<file path="src/rtl/muldiv_unit.sv">
// Iterative MULT/MULTU/DIV/DIVU unit with architectural HI/LO registers for the MIPS150 execute stage.
// Optional build macro MULDIV_FAST_MULT_EN: single-cycle multiply, divide stays iterative.
module muldiv_unit #(
    parameter int WIDTH = 32,
    parameter int CNT_W = 6
) (
    input  logic             clk,
    input  logic             rst_n,
    input  logic             start,
    input  logic [1:0]       op,
    input  logic [WIDTH-1:0] A,
    input  logic [WIDTH-1:0] B,
    input  logic             mthi,
    input  logic             mtlo,
    output logic             busy,
    output logic             done,
    output logic [WIDTH-1:0] hi,
    output logic [WIDTH-1:0] lo
);

    typedef enum logic [1:0] {IDLE, CALC, FIX} state_t;

    state_t               state_q;
    logic [CNT_W-1:0]     cnt_q;
    logic [2*WIDTH-1:0]   acc_q, acc_d;
    logic [WIDTH-1:0]     opnd_q, hi_q, lo_q;
    logic                 is_div_q, neg_res_q, neg_rem_q, done_q;

    logic                 a_neg, b_neg;
    logic [WIDTH-1:0]     a_abs, b_abs;
    logic [WIDTH:0]       add_sum, sub_diff;
    logic [2*WIDTH-1:0]   mul_res;
    logic [WIDTH-1:0]     quo, rem, fix_hi, fix_lo;

    always_comb begin
        a_neg = ~op[0] & A[WIDTH-1];
        b_neg = ~op[0] & B[WIDTH-1];
        a_abs = a_neg ? -A : A;
        b_abs = b_neg ? -B : B;
    end

`ifdef MULDIV_FAST_MULT_EN
    logic signed [2*WIDTH-1:0] prod_s;
    logic        [2*WIDTH-1:0] prod_u, fast_prod;

    always_comb begin
        prod_s    = $signed(A) * $signed(B);
        prod_u    = {{WIDTH{1'b0}}, A} * {{WIDTH{1'b0}}, B};
        fast_prod = op[0] ? prod_u : prod_s;
    end
`endif

    // acc_q holds {partial product, multiplier} for MUL and {remainder, dividend/quotient} for DIV
    always_comb begin
        add_sum  = {1'b0, acc_q[2*WIDTH-1:WIDTH]} + (acc_q[0] ? {1'b0, opnd_q} : '0);
        sub_diff = acc_q[2*WIDTH-1:WIDTH-1] - {1'b0, opnd_q};
        if (is_div_q)
            acc_d = sub_diff[WIDTH] ? {acc_q[2*WIDTH-2:0], 1'b0}
                                    : {sub_diff[WIDTH-1:0], acc_q[WIDTH-2:0], 1'b1};
        else
            acc_d = {add_sum, acc_q[WIDTH-1:1]};
    end

    always_comb begin
        mul_res = neg_res_q ? -acc_q : acc_q;
        quo     = acc_q[WIDTH-1:0];
        rem     = acc_q[2*WIDTH-1:WIDTH];
        if (is_div_q) begin
            fix_lo = (opnd_q == '0) ? '1 : (neg_res_q ? -quo : quo);
            fix_hi = neg_rem_q ? -rem : rem;
        end else begin
            fix_lo = mul_res[WIDTH-1:0];
            fix_hi = mul_res[2*WIDTH-1:WIDTH];
        end
    end

    always_ff @(posedge clk or negedge rst_n) begin
        if (!rst_n) begin
            state_q   <= IDLE;
            cnt_q     <= '0;
            acc_q     <= '0;
            opnd_q    <= '0;
            is_div_q  <= 1'b0;
            neg_res_q <= 1'b0;
            neg_rem_q <= 1'b0;
            hi_q      <= '0;
            lo_q      <= '0;
            done_q    <= 1'b0;
        end else begin
            done_q <= 1'b0;
            case (state_q)
                IDLE: begin
                    if (start) begin
                        is_div_q  <= op[1];
                        neg_res_q <= a_neg ^ b_neg;
                        neg_rem_q <= a_neg;
                        cnt_q     <= '0;
                        if (op[1]) begin
                            acc_q   <= {{WIDTH{1'b0}}, a_abs};
                            opnd_q  <= b_abs;
                            state_q <= CALC;
                        end else begin
`ifdef MULDIV_FAST_MULT_EN
                            acc_q     <= fast_prod;
                            opnd_q    <= a_abs;
                            neg_res_q <= 1'b0;
                            state_q   <= FIX;
`else
                            acc_q   <= {{WIDTH{1'b0}}, b_abs};
                            opnd_q  <= a_abs;
                            state_q <= CALC;
`endif
                        end
                    end else begin
                        if (mthi) hi_q <= A;
                        if (mtlo) lo_q <= A;
                    end
                end
                CALC: begin
                    acc_q <= acc_d;
                    cnt_q <= cnt_q + 1'b1;
                    if (cnt_q == CNT_W'(WIDTH - 1)) state_q <= FIX;
                end
                FIX: begin
                    hi_q    <= fix_hi;
                    lo_q    <= fix_lo;
                    done_q  <= 1'b1;
                    state_q <= IDLE;
                end
                default: state_q <= IDLE;
            endcase
        end
    end

    assign busy = (state_q != IDLE);
    assign done = done_q;
    assign hi   = hi_q;
    assign lo   = lo_q;

endmodule

</file>
<file path="config.mk">
export PLATFORM = sky130hd
export DESIGN_NAME = muldiv_unit
export DESIGN_NICKNAME = d
export VERILOG_FILES = /design/src/rtl/muldiv_unit.sv
export SDC_FILE = /design/constraint.sdc
export NUM_CORES = 1
export LEC_CHECK = 0
export CAP_MARGIN = 20
export CORE_ASPECT_RATIO = 1.1
export CORE_UTILIZATION = 61
export CTS_BUF_LIST = sky130_fd_sc_hd__clkbuf_8
export CTS_CLUSTER_DIAMETER = 30
export DETAILED_ROUTE_END_ITERATION = 10
export PLACE_DENSITY_LB_ADDON = 0.12
export SYNTH_ARGS = -nofsm -noshare
export SYNTH_HDL_FRONTEND = slang
export SYNTH_SLANG_ARGS = --single-unit
</file>
<file path="constraint.sdc">
create_clock -name clk -period 3.97 [get_ports clk]
set_input_delay 0.5955 -clock clk [delete_from_list [all_inputs] [get_ports clk]]
set_output_delay 0.5955 -clock clk [all_outputs]
set_load 0.05 [all_outputs]
</file>
==> results.toml <==
[placement]
io_buffers = 136
final_weighted_congestion_in_routability_driven_placement = 1.03
dp_worst_setup_slack_ns = 0.458
post-dp-hpwl_mm = 43.2
placed_cells = 2328

[cts]
clk_pin_slew_worst_paths_ns = 0.13
numCtsBuffers = 17
post_cts.repair.setup_buffers = 0
cts_sink_count = 172
clock_latency_ns = 0.52
cts_tree = "built"
clock_tree.htree_level_count = 4
cts.hold.buffers_added = 0
post_cts.resized_instances = 0
maximum_clock_path_buffer_count = 2
clock-root-buffer = "sky130_fd_sc_hd__clkbuf_8"

[yosys]
avgSynthCellArea_um2 = 7.86
seq_area_frac_synth = 0.285
post-synth-top-area-cell = "sky130_fd_sc_hd__dfrtp_1"
synth_top_area_frac = 0.285
mappedNetlistArea_um2 = 15100
ys_ff_latch = 172
synthesis.nets = 2063
synthArstFlopShare = 1.00
synthCells = 1921
ys_top_cells_by_area = "sky130_fd_sc_hd__dfrtp_1 (29%), sky130_fd_sc_hd__a21oi_1 (6.2%), sky130_fd_sc_hd__xor2_1 (6.0%)"
yosys_warnings = 0
ys_dominant_reg_cell = "sky130_fd_sc_hd__dfrtp_1"
yosysUniqueCellTypes = 70
synth_edf_count = 0

[timing]
slew_viol_final = 0
max_freq_mhz = 285
fin_worst_skew_ns = 0.0319
rsz0062_at_grt = "no"
hold_violations = 0
timing.slew.headroom = 0.295
worst_pin_slew_ns = 1.05
totalNegativeSetupSlack_ns = 0
post_route_minimum_period_ns = 3.51
period_share = 0.884
fin_ws_ns = 0.461
setup_viol_count_final = 0

[min_path]
min-delay-path-class = "primary input to asynchronous set/reset pin"

[die]
io_pins = 137
initial_core_util = 0.619
design.core.area_um2 = 24400
die_width_um = 152
die_h_um = 167
floorplan.rows = 60
design.die.area_um2 = 25400

[power]
power.share.switching = 0.531
power_density_nw_per_um2 = 834
leakage_nw = 7.31
vdd_ir_drop_max_v = 0.000690
power.net_switching_w = 0.00775
fin_total_pwr_w = 0.0146
p_int_w = 0.00686
clock_power_share = 0.086
seqPwrFrac = 0.234
pwr-share-comb = 0.680

[critical_path]
crit_path_cell_trace = "inv_1 -> buf_12 -> nor2_1 -> ha_1 -> o211ai_1 -> o211ai_1 -> a21oi_1 -> buf_4 -> a22oi_1 -> a221oi_1 -> a21oi_1 -> xnor2_1 -> nand2_1 -> a32o_1"
r2r_cells = 14
max_stage_delay_ns = 0.51
worst-path-max-fanout = 19
cp_data_required_time_ns = 4.39
worstSetupStartpointType = "flop"
crit_path_end_kind = "flop"
cp_slowest_cell = "sky130_fd_sc_hd__a22oi_1"
r2r_start = "acc_q[0]"
critical_r2r_capture = "acc_q[62]"
r2r_slack_ns = 0.46
crit_type = "flop to flop"
timing.critical_path.arrival_ns = 3.93

[run_status]
failed_checks = "DRC"
run_status = "complete, but fails checks"

[final_layout]
design.final.nets = 2179
layout.cells.most_common_list = "sky130_fd_sc_hd__a21oi_1 (188), sky130_fd_sc_hd__nand2_1 (187), sky130_fd_sc_hd__o21ai_0 (174)"
diodes = 0
layout.cells.most_common = "sky130_fd_sc_hd__a21oi_1"
layoutNonFillerInstCount = 2360
final_core_util = 0.718
register_area_um2 = 4310
areaGrowthSynthToFinish_pct = 15.9
multiInputGateArea_um2 = 10100
fraction_of_layout_instances_using_a_drive_strength_above_1 = 0.0746
nFillCells = 1993

[drt]
wire_per_inst_um = 24.2
first_pass_iters = 9
drt_antenna_net_count = 0
route.detailed.drc = 23
first_iter_violations = 1690
vias = 16100
postRouteWirelength_mm = 57.2
vias_per_cell = 6.82

[grt]
grt_overflow_total = 0
largest_net_degree_at_the_start_of_global_routing = 78
grt_pass1_vias = 15200
global_route.usage.total = 0.449
number_of_antenna_violations_at_the_first_check_in_global_routing = 2
grt_pass1_wl_mm = 87.1

[job]
max_cap_viol_count = 0
[area by class of cell]
cell class,count,area share
Clock buffer,18,0.0142
Timing Repair Buffer,226,0.119
Clock inverter,14,0.00758
Inverter,67,0.0144
Multi-Input combinational cell,1553,0.576
Sequential cell,172,0.246
Tap cell,310,0.0222
[critical path, delay by kind of cell (launching register included)]
kind	cells	cell delay [ns]
adder cells (fa/ha/maj)	1	0.35
buffers and inverters	3	0.61
AND/OR/NAND/NOR	2	0.14
XOR/XNOR	1	0.14
flip-flops	1	0.42
AO/OA/AOI/OAI	7	1.76
[synth_stat cells, types with 12 or more instances]
cell type                  number
sky130_fd_sc_hd__xor2_1       104
sky130_fd_sc_hd__o31ai_1       26
sky130_fd_sc_hd__inv_1         66
sky130_fd_sc_hd__nand2b_1      15
sky130_fd_sc_hd__nand3_1       23
sky130_fd_sc_hd__or3_1         17
sky130_fd_sc_hd__nand2_1      188
sky130_fd_sc_hd__a22oi_1       18
sky130_fd_sc_hd__a21oi_1      188
sky130_fd_sc_hd__nor4_1        26
sky130_fd_sc_hd__a21o_1        43
sky130_fd_sc_hd__nor3_1        34
sky130_fd_sc_hd__clkbuf_1     108
sky130_fd_sc_hd__xnor2_1       71
sky130_fd_sc_hd__a221o_1       34
sky130_fd_sc_hd__buf_1         16
sky130_fd_sc_hd__ha_1          69
sky130_fd_sc_hd__dfrtp_1      172
sky130_fd_sc_hd__o211ai_1      22
sky130_fd_sc_hd__a211oi_1      44
sky130_fd_sc_hd__nor2b_1       13
sky130_fd_sc_hd__and2_1        12
sky130_fd_sc_hd__mux2i_1       72
sky130_fd_sc_hd__nor2_1       165
sky130_fd_sc_hd__o21ai_0      174
sky130_fd_sc_hd__a31oi_1       34
sky130_fd_sc_hd__nand4_1       18
sky130_fd_sc_hd__or4_1         17
[power groups by stage]
stage	registers [W]	logic, W	clock network (W)
floorplan	0.00350	0.00652	0
global placement	0.00337	0.00949	0
detailed placement	0.00339	0.00967	0
CTS	0.00335	0.00972	0.00125
global route	0.00346	0.0107	0.00131
finish	0.00342	0.00993	0.00126
[cell families (layout without fill, tap and decap cells)]
family | count (synthesis) | after routing | share of synthesized area
buf+inv | 196 | 325 | 0.0491
compound gates | 671 | 671 | 0.280
mux | 79 | 79 | 0.0529
xor+xnor | 175 | 175 | 0.101
flops | 172 | 172 | 0.285
simple gates | 557 | 557 | 0.171
fa+ha+maj | 71 | 71 | 0.0598
[state kept, by name (all words and copies together) (netlist names), 2 cells and up]
signal	cells
hi	32
state_q	2
cnt_q	6
acc_q	64
opnd_q	32
lo	32
[how the worst max path moves through the flow]
stage / from / end / slack [ns] / cells past startpoint
floorplan: acc_q[32] / acc_q[49] / 0.77 / 13
global placement: A[9] / opnd_q[27] / 0.47 / 10
detailed placement: B[3] / opnd_q[29] / 0.46 / 11
CTS: acc_q[0] / acc_q[62] / 0.53 / 14
global route: acc_q[32] / acc_q[47] / 0.29 / 13
finish: acc_q[0] / acc_q[62] / 0.46 / 14
[routing by layer]
layer / GRT usage / share of wire / vias up
li1: - / - / 7244
met4: 0.307 / 0.073 / 0
met5: 0 / 0 / -
met1: 0.524 / 0.36 / 7650
met2: 0.737 / 0.47 / 956
met3: 0.104 / 0.095 / 240
[per-stage QoR]
step	hold WS [ns]	instance area (um^2)
5_1_grt	0.168	17500
4_1_cts	0.148	17500
3_3_place_gp	0.468	17100
3_5_place_dp	0.480	17100
6_report	0.101	17500
2_1_floorplan	0.300	15100
(Power assumes the default switching activity.)
==> RTL edit (same flow settings) <==
Register the output `lo` once more; this adds one clock of latency there. The other outputs are not delayed to match.
--- a/src/rtl/muldiv_unit.sv
+++ b/src/rtl/muldiv_unit.sv
@@ -135,7 +135,9 @@
     assign busy = (state_q != IDLE);
     assign done = done_q;
     assign hi   = hi_q;
-    assign lo   = lo_q;
+    always_ff @(posedge clk) begin
+        lo <= lo_q;
+    end
 
 endmodule
 
Check against the original RTL: not equivalent (Yosys sat finds a counterexample within 4 cycles, from zero or initial values and one cycle with rst_n low).
==> RTL edit against the original RTL <==
Utilization grew 2.2 points; sequential share of layout area up 1.8 points; first-iteration DRC count decreased by 4.5%; total power up 12%; clock power up 120%; sequential cell count is 32 higher; clock skew rose by 7.6 ps; final area is 7.1% higher; area after synthesis rose by 4.2%; setup slack got worse by 230 ps; final cell count is 4.0% higher; wire length rose by 1.9%; critical path type unchanged; largest cell class unchanged; largest power group unchanged; highest routed layer unchanged.
==> RTL edit: results (changes against the original RTL) <==
outcome completed; clock slew seen by the registers of the worst setup and hold paths 60 ps (-70 ps); clk_skew 39.4 ps (+7.60 ps); Internal Power 8460 uW (+23%); largest net degree at the start of global routing 97 (+24%); clk buf depth 3 (+1); DP HPWL 43500 um (+0.71%); nets 2212 (+1.5%); min-delay worst type in2async; Post-synth ARST share 0.843 (-0.157); max FFs per register 64 (unchanged); initial DRC count 1614 (-4.5%); H-tree depth 2 (-2); Reg2Reg Depth 15 (+1); combinational power 9850 uW (-0.8%); TritonCTS Buffers 49 (+32); Max FO, Critical Path 15 (-4); Seq/Total Area, Yosys 0.314 (+0.0293); global-route wire length before repair 88400 um (+1.4%); worst-skew pair later-pin latency 600 ps (+80 ps); post-cts sizing count 0 (unchanged); share of cells above drive strength 1 0.0934 (+0.0188); worst vdd ir 0.920 mV (+33%); Synth cell types 70 (unchanged); Leak Pwr 0.00783 uW (+7.2%); number of antenna diodes 0 (unchanged); slowest CP cell dfrtp_1; via count 16400 (+2.1%); final hold slack 41.7 ps (-59.3 ps); relative slew slack 0.272 (-0.0232); average wire per standard cell 23.7 um (-2.0%); fill cell instance count of the final layout 2008 (+0.75%); Largest stage delay, worst path 450 ps (-60 ps); synth top area cells dfrtp_1, a21oi_1, ha_1; Worst path top cell family by delay compound AO/OA/AOI/OAI gates; initial antenna violation count 0 (-2); critical path launch point type flop; vias in the first global route 15500 (+1.8%); TNS Setup 0 ps (unchanged); sequential share of power 0.231 (-0.003); Setup crit end acc_q[58]; Largest Register acc_q; flop-to-flop setup slack 230 ps (-230 ps); Placed Area 0.0177 sq mm (+3.2%); top post-synthesis cells by count nand2_1, a21oi_1, dfrtp_1, o21ai_0, nor2_1; Post-Syn Nets 2076 (+0.63%); setup repair bufs after CTS 0 (unchanged); Synth Flop Type dfrtp_1; Total GRT Usage 0.441 (-0.00785); Pre-antenna DRT Iters 6 (-3); Buffers on Ports 136 (unchanged); RePlAce Congestion 1.04 (+0.52%)
==> RTL edit: cell types whose count changed in the layout (fill, tap and decap cells not counted), moves of 8 or more <==
cell,change
clkbuf_8,+37
dfxtp_1,+32
xor2_1,-24
xnor2_1,+18
nor2_1,-15
a21o_1,-14
a31oi_1,-14
buf_4,-13
o211ai_1,+13
clkinv_2,+10
inv_1,+10
o21a_1,+9
nand3_1,+8
==> RTL edit: final cells by class <==
class / instances / area (sq um) / share of cell area
Inverter: 69 / 259 / 0.0138
Clock buffer: 55 / 757 / 0.0404
Clock inverter: 35 / 322 / 0.0171
Timing Repair Buffer: 211 / 1950 / 0.104
Multi-Input combinational cell: 1535 / 10100 / 0.538
Sequential cell: 204 / 4950 / 0.264
Tap cell: 346 / 433 / 0.0231
==> RTL edit: cell families (layout without fill, tap and decap cells) <==
group | count (synthesis) | count (layout) | synth area share
AO/OA/AOI/OAI | 648 | 648 | 0.262
AND/OR/NAND/NOR | 555 | 555 | 0.166
flip-flops | 204 | 204 | 0.314
buffers and inverters | 195 | 370 | 0.0472
XOR/XNOR | 168 | 168 | 0.0935
multiplexers | 93 | 93 | 0.0603
adder cells (fa/ha/maj) | 71 | 71 | 0.0574
==> RTL edit: metal layers <==
| metal | wire length (um) | global-route usage |
|---|---|---|
| met1 | 21300 | 0.528 |
| met2 | 27000 | 0.722 |
| met3 | 5580 | 0.0789 |
| met4 | 4310 | 0.305 |
| met5 | 0 | 0 |
==> RTL edit: through the flow <==
stage / setup WS [ps] / util / power [uW] / std cells
4_1_cts: 158 / 0.740 / 16100 / 2455
5_1_grt: 13.8 / 0.740 / 17300 / 2455
6_report: 230 / 0.740 / 16400 / 2455
3_5_place_dp: 194 / 0.697 / 13300 / 2365
3_3_place_gp: 260 / 0.697 / 13100 / 2365
2_1_floorplan: 493 / - / 10400 / 1934
